$ cat src/rtl/axil_result_sink.sv
// AXI4-Lite slave that captures every word written to DATA into a small FIFO.
// Software drains it through DATA reads and reads STATUS/LAST through the same slave.
module axil_result_sink #(
   parameter int C_S_AXI_DATA_WIDTH = 32,
   parameter int C_S_AXI_ADDR_WIDTH = 4,
   parameter int FIFO_DEPTH         = 4,
   localparam int PTR_W  = $clog2(FIFO_DEPTH),
   localparam int LVL_W  = PTR_W + 1,
   localparam int STRB_W = C_S_AXI_DATA_WIDTH / 8
) (
   input  logic                          ACLK,
   input  logic                          ARESETN,
   input  logic [C_S_AXI_ADDR_WIDTH-1:0] S_AXI_AWADDR,
   input  logic [2:0]                    S_AXI_AWPROT,
   input  logic                          S_AXI_AWVALID,
   output logic                          S_AXI_AWREADY,
   input  logic [C_S_AXI_DATA_WIDTH-1:0] S_AXI_WDATA,
   input  logic [STRB_W-1:0]             S_AXI_WSTRB,
   input  logic                          S_AXI_WVALID,
   output logic                          S_AXI_WREADY,
   output logic [1:0]                    S_AXI_BRESP,
   output logic                          S_AXI_BVALID,
   input  logic                          S_AXI_BREADY,
   input  logic [C_S_AXI_ADDR_WIDTH-1:0] S_AXI_ARADDR,
   input  logic [2:0]                    S_AXI_ARPROT,
   input  logic                          S_AXI_ARVALID,
   output logic                          S_AXI_ARREADY,
   output logic [C_S_AXI_DATA_WIDTH-1:0] S_AXI_RDATA,
   output logic [1:0]                    S_AXI_RRESP,
   output logic                          S_AXI_RVALID,
   input  logic                          S_AXI_RREADY,
   output logic [LVL_W-1:0]              FIFO_LEVEL,
   output logic                          IRQ
);

   localparam logic [1:0] ADDR_DATA   = 2'd0;
   localparam logic [1:0] ADDR_STATUS = 2'd1;
   localparam logic [1:0] ADDR_CTRL   = 2'd2;
   localparam logic [1:0] ADDR_LAST   = 2'd3;
   localparam logic [1:0] RESP_OKAY   = 2'b00;
   localparam logic [1:0] RESP_SLVERR = 2'b10;

   typedef enum logic {W_IDLE, W_RESP} w_state_t;
   typedef enum logic {R_IDLE, R_DATA} r_state_t;

   w_state_t w_state;
   r_state_t r_state;

   logic                          aw_rdy, ar_rdy, bvalid, rvalid;
   logic [1:0]                    bresp, rresp;
   logic [C_S_AXI_DATA_WIDTH-1:0] rdata;

   logic [C_S_AXI_DATA_WIDTH-1:0] mem [FIFO_DEPTH];
   logic [PTR_W-1:0]              wptr, rptr;
   logic [LVL_W-1:0]              level, level_nxt;
   logic                          ovf, irq;
   logic [C_S_AXI_DATA_WIDTH-1:0] last;

   logic [1:0]                    wr_sel, rd_sel;
   logic [C_S_AXI_DATA_WIDTH-1:0] wdata_m, status, rd_word;
   logic                          wr_hs, rd_hs, full, empty;
   logic                          push_req, push_ok, pop_req, pop_ok, flush, clr_ovf;
   logic [1:0]                    rd_resp;
   logic                          unused_ok;

   function automatic logic [C_S_AXI_DATA_WIDTH-1:0] apply_strb(
      input logic [C_S_AXI_DATA_WIDTH-1:0] d,
      input logic [STRB_W-1:0]             s);
      logic [C_S_AXI_DATA_WIDTH-1:0] r;
      r = '0;
      for (int i = 0; i < STRB_W; i++)
         if (s[i]) r[8*i +: 8] = d[8*i +: 8];
      return r;
   endfunction

   assign unused_ok = ^{S_AXI_AWPROT, S_AXI_ARPROT, S_AXI_AWADDR, S_AXI_ARADDR};

   assign wr_sel  = S_AXI_AWADDR[3:2];
   assign rd_sel  = S_AXI_ARADDR[3:2];
   assign wdata_m = apply_strb(S_AXI_WDATA, S_AXI_WSTRB);

   // Both readies pulse in the cycle after the valids are seen; the master holds valids through it.
   assign wr_hs = (w_state == W_IDLE) && aw_rdy && S_AXI_AWVALID && S_AXI_WVALID;
   assign rd_hs = (r_state == R_IDLE) && ar_rdy && S_AXI_ARVALID;

   assign full     = (level == LVL_W'(FIFO_DEPTH));
   assign empty    = (level == '0);
   assign push_req = wr_hs && (wr_sel == ADDR_DATA);
   assign push_ok  = push_req && !full;
   assign pop_req  = rd_hs && (rd_sel == ADDR_DATA);
   assign pop_ok   = pop_req && !empty;
   assign flush    = wr_hs && (wr_sel == ADDR_CTRL) && wdata_m[0];
   assign clr_ovf  = wr_hs && (wr_sel == ADDR_CTRL) && wdata_m[1];

   always_comb begin
      level_nxt = level;
      if (flush)
         level_nxt = '0;
      else if (push_ok && !pop_ok)
         level_nxt = level + LVL_W'(1);
      else if (pop_ok && !push_ok)
         level_nxt = level - LVL_W'(1);
   end

   always_comb begin
      status              = '0;
      status[0]           = empty;
      status[1]           = full;
      status[2]           = ovf;
      status[8 +: LVL_W]  = level;
   end

   always_comb begin
      rd_word = '0;
      rd_resp = RESP_OKAY;
      case (rd_sel)
         ADDR_DATA: begin
            if (empty) rd_resp = RESP_SLVERR;
            else       rd_word = mem[rptr];
         end
         ADDR_STATUS: rd_word = status;
         ADDR_LAST:   rd_word = last;
         default:     rd_word = '0;
      endcase
   end

   always_ff @(posedge ACLK or negedge ARESETN) begin
      if (!ARESETN) begin
         w_state <= W_IDLE;
         aw_rdy  <= 1'b0;
         bvalid  <= 1'b0;
         bresp   <= RESP_OKAY;
      end else begin
         case (w_state)
            W_IDLE: begin
               if (aw_rdy) begin
                  aw_rdy <= 1'b0;
                  if (S_AXI_AWVALID && S_AXI_WVALID) begin
                     bvalid  <= 1'b1;
                     bresp   <= (push_req && full) ? RESP_SLVERR : RESP_OKAY;
                     w_state <= W_RESP;
                  end
               end else if (S_AXI_AWVALID && S_AXI_WVALID) begin
                  aw_rdy <= 1'b1;
               end
            end
            W_RESP: begin
               if (S_AXI_BREADY) begin
                  bvalid  <= 1'b0;
                  w_state <= W_IDLE;
               end
            end
            default: w_state <= W_IDLE;
         endcase
      end
   end

   always_ff @(posedge ACLK or negedge ARESETN) begin
      if (!ARESETN) begin
         r_state <= R_IDLE;
         ar_rdy  <= 1'b0;
         rvalid  <= 1'b0;
         rresp   <= RESP_OKAY;
         rdata   <= '0;
      end else begin
         case (r_state)
            R_IDLE: begin
               if (ar_rdy) begin
                  ar_rdy <= 1'b0;
                  if (S_AXI_ARVALID) begin
                     rvalid  <= 1'b1;
                     rdata   <= rd_word;
                     rresp   <= rd_resp;
                     r_state <= R_DATA;
                  end
               end else if (S_AXI_ARVALID) begin
                  ar_rdy <= 1'b1;
               end
            end
            R_DATA: begin
               if (S_AXI_RREADY) begin
                  rvalid  <= 1'b0;
                  r_state <= R_IDLE;
               end
            end
            default: r_state <= R_IDLE;
         endcase
      end
   end

   // Flush moves the read pointer onto the write pointer; a concurrent pop already captured the old head.
   always_ff @(posedge ACLK or negedge ARESETN) begin
      if (!ARESETN) begin
         wptr  <= '0;
         rptr  <= '0;
         level <= '0;
         irq   <= 1'b0;
         ovf   <= 1'b0;
         last  <= '0;
      end else begin
         level <= level_nxt;
         irq   <= (level_nxt != '0);
         if (push_ok) begin
            wptr <= wptr + PTR_W'(1);
            last <= wdata_m;
         end
         if (flush)       rptr <= wptr;
         else if (pop_ok) rptr <= rptr + PTR_W'(1);
         if (push_req && full) ovf <= 1'b1;
         else if (clr_ovf)     ovf <= 1'b0;
      end
   end

   always_ff @(posedge ACLK) begin
      if (push_ok) mem[wptr] <= wdata_m;
   end

   assign S_AXI_AWREADY = aw_rdy;
   assign S_AXI_WREADY  = aw_rdy;
   assign S_AXI_BVALID  = bvalid;
   assign S_AXI_BRESP   = bresp;
   assign S_AXI_ARREADY = ar_rdy;
   assign S_AXI_RVALID  = rvalid;
   assign S_AXI_RDATA   = rdata;
   assign S_AXI_RRESP   = rresp;
   assign FIFO_LEVEL    = level;
   assign IRQ           = irq;

endmodule

$ cat config.mk
export PLATFORM = sky130hd
export DESIGN_NAME = axil_result_sink
export DESIGN_NICKNAME = d
export VERILOG_FILES = /design/src/rtl/axil_result_sink.sv
export SDC_FILE = /design/constraint.sdc
export NUM_CORES = 1
export LEC_CHECK = 0
export BUFFER_PORTS_ARGS = -buffer_cell sky130_fd_sc_hd__clkbuf_2
export CAP_MARGIN = 0
export CORE_UTILIZATION = 30
export CTS_CLUSTER_DIAMETER = 60
export DETAILED_ROUTE_END_ITERATION = 12
export PLACE_DENSITY = 0.47
export SLEW_MARGIN = 20
export SYNTH_ARGS = -nofsm -noshare
export SYNTH_HDL_FRONTEND = slang
export SYNTH_SLANG_ARGS = --single-unit
$ cat constraint.sdc
create_clock -name ACLK -period 3.6 [get_ports ACLK]
set_clock_uncertainty 0.15 [all_clocks]
set_input_delay 0.18 -clock ACLK [delete_from_list [all_inputs] [get_ports ACLK]]
set_output_delay 0.18 -clock ACLK [all_outputs]
set_load 0.01 [all_outputs]
==> flow_metrics.tcl <==
set metrics [dict create \
    final_antenna_net_count 0 \
    vias_per_cell 4.70 \
    power_density_mw_per_mm2 668 \
    arrival_ns 3.07 \
    synth_cell_types 43 \
    p_total_uw 7110 \
    start_kind "flop" \
    clock-sinks 209 \
    post-route-period-util 0.797 \
    antenna_found_initial 0 \
    drive_above_1_share 0.316 \
    pwr-share-seq 0.437 \
    synth_edf_count 128 \
    worst_pin_slew_ns 0.928 \
    detail_route.wirelength_um 20500 \
    p_int_uw 5010 \
    vias 5002 \
    report.final.slew_viol_count 0 \
    drtPass1Iterations 11 \
    core_area_mm2 0.0278 \
    path_delay_family "compound AO/OA/AOI/OAI gates" \
    die_w_um 170 \
    crit_type "flop to flop" \
    num_rows 61 \
    crit_fanout 26 \
    finalWeightedCongestion 0.744 \
    max_slew_margin 0.381 \
    slowest_delay_ns 0.48 \
    cts_tree "yes" \
    h-tree-depth 1 \
    ys_async_sr_fraction 0.388 \
    ys_seq_elements 209 \
    antenna_cells 0 \
    p_leak_uw 0.00410 \
    dieArea_mm2 0.0289 \
    fin_tns_setup_ns 0 \
    p_comb_frac 0.233 \
    io_pins 102 \
    ir_worst_vdd_mv 0.426 \
    rsz0062_at_grt "false" \
    slowest_stage "and2_2" \
    cts_buffers 25 \
    start_util 0.305 \
    synthTopCellsByArea "edfxtp_1 45%, dfrtp_1 24%, mux4_2 8.5%" \
    portBuffers 89 \
    drv_cap 0 \
    yosysTopAreaCell "edfxtp_1" \
    drcViolationCount 2 \
    synth-seq-area-share 0.692 \
    avgSynthCellArea_um2 16.1 \
    path_buf_inv 2 \
    violations "design-rule violations" \
    min_period_ns 2.87 \
    synth.top_cell.area_share 0.453 \
    grt_util_all_layers 0.148 \
    status "finished with violations" \
    cp.required_ns 3.80 \
    grt_pass1_wl_um 31900 \
    hold_path_class "input pin to flop" \
    p_sw_frac 0.295 \
    clock-root-buffer "clkbuf_16" \
    max_freq_ghz 0.348 \
    synth_flop_cell "edfxtp_1" \
    synthToLayoutAreaGrowth_pct 25.5 \
    hold_viol 0 \
    hpwl_um 12200 \
    end_kind "flop" \
    clockBufferDepth 3 \
    routedWlPerCell_um 19.3 \
    grt_start_max_net_pins 63 \
    setup_viol 0 \
    overflow 0 \
    netlist_area_mm2 0.00848 \
    grt_pass1_vias 5374 \
    yosys_warnings 0 \
    path_cells "inv_1, ha_1, a211oi_4, and2_2, buf_12, xnor2_4, o311ai_2, a21oi_1" \
    clock_latency_ns 0.52 \
    power_switching_uw 2100 \
    clkTransAtPathRegs_ns 0.06 \
    syn_inst 525 \
    fin_nets 732 \
    die_h_um 170 \
    drt-initial-drc-count 286 \
    power_frac_clock 0.330 \
]
-- flip-flops by register name, indices dropped and copies added (netlist names) --
name,flops
IRQ,1
w_state,1
S_AXI_RVALID,1
last,32
r_state,1
S_AXI_BVALID,1
wptr,2
S_AXI_BRESP,1
S_AXI_AWREADY,1
S_AXI_RRESP,1
FIFO_LEVEL,3
S_AXI_ARREADY,1
S_AXI_RDATA,32
ovf,1
rptr,2
mem,128
-- layer usage --
layer	GRT usage	part of all wire	vias up
met2	0.247	0.48	114
met4	0.0423	0.026	0
met1	0.202	0.46	2583
met3	0.0212	0.037	37
met5	0	0	-
li1	-	-	2268
-- power by group through the flow --
stage / Sequential, uW / Combinational, uW / Clock, uW
after global placement: 3150 / 1640 / 0
after global routing: 3160 / 1840 / 2510
after detailed placement: 3160 / 1670 / 0
after floorplan: 3170 / 1010 / 0
final: 3110 / 1660 / 2350
after CTS: 3120 / 1710 / 2410
-- timing repair --
action                    CTS  global route
setup buffers               0             0
hold buffers               44             0
resized for setup           0             0
hold endpoints to repair  221             0
-- cells in the mapped netlist, types with 2 or more instances --
cell and instances:
nand2_1 25, nor2_1 56, and2_1 32, mux4_2 32, edfxtp_1 128, inv_1 9, buf_2 9, a22oi_1 6
and3_1 5, nor3_1 2, o311ai_2 2, a221oi_1 25, mux2_2 34, dfrtp_1 81, o31ai_1 2, nand3_1 2
clkbuf_1 12, xnor2_1 3, nand2b_1 2, buf_4 7, o21ai_0 18, ha_1 7, a21oi_1 4, nand3b_1 2
xor2_1 2
-- worst register-to-register path, delay by kind of cell, from the launching register on --
kind / cells / cell delay (ns)
xor gates and xnor gates: 1 / 0.11
buffers and inverters: 2 / 0.43
AOI/OAI and AO/OA: 3 / 0.75
DFF: 1 / 0.46
adders and majority gates: 1 / 0.32
and+or+nand+nor: 1 / 0.49
-- path summary, 6_finish.rpt --
path | from | end | slack (ns) | cells past startpoint
max in group asynchronous | ARESETN | rptr[1] | 2.21 | 3
hold reg to reg | S_AXI_RDATA[0] | S_AXI_RDATA[0] | 0.33 | 2
hold / removal | S_AXI_WSTRB[2] | mem[1][17] | 0.02 | 2
min in group asynchronous | ARESETN | S_AXI_AWREADY | 0.21 | 2
setup / recovery | FIFO_LEVEL[0] | IRQ | 0.73 | 8
setup reg to reg | FIFO_LEVEL[0] | IRQ | 0.73 | 8
-- cell usage in the layout (no fill, tap or decap), types with 8 or more instances in the layout --
cell type      synthesis  final
and2_1                32     31
inv_1                  9      9
clkbuf_16              0     25
dfrtp_1               81     80
nor2_1                56     55
a221oi_1              25     25
edfxtp_1             128    128
mux2_2                34     34
dlygate4sd3_1          0     44
nand2_1               25     25
mux4_2                32     32
o21ai_0               18     18
clkbuf_2               0     88
clkbuf_1              12      8
-- layout make-up --
class,count,area [um^2]
Multi-Input combinational cell,278,2430
Inverter,9,33.8
Timing Repair Buffer,145,1070
Clock inverter,10,70.1
Clock buffer,36,697
Sequential cell,209,5870
Fill cell,2673,17100
Tap cell,378,473
-- cells by family after synthesis --
family | after synthesis | share of synthesized area
AOI/OAI and AO/OA | 64 | 0.0604
xor gates and xnor gates | 6 | 0.00841
adders and majority gates | 7 | 0.0103
buffers and inverters | 39 | 0.0226
DFF | 209 | 0.692
muxes | 66 | 0.130
other | 1 | 0.000442
and+or+nand+nor | 133 | 0.0753
-- metrics by stage --
stage / cell area [um^2] / setup WS [ns] / std cells / util / hold WS, ns
after CTS: 10600 / 0.720 / 1065 / 0.383 / 0.0231
after global routing: 10600 / 0.522 / 1065 / 0.383 / 0.0539
after floorplan: 8480 / 0.943 / 526 / - / -0.266
after detailed placement: 9430 / 0.736 / 975 / 0.340 / 0.246
after global placement: 9430 / 0.752 / 975 / 0.340 / 0.230
final: 10600 / 0.729 / 1065 / 0.383 / 0.0224
Note: power is estimated with default switching activity, not from simulation.
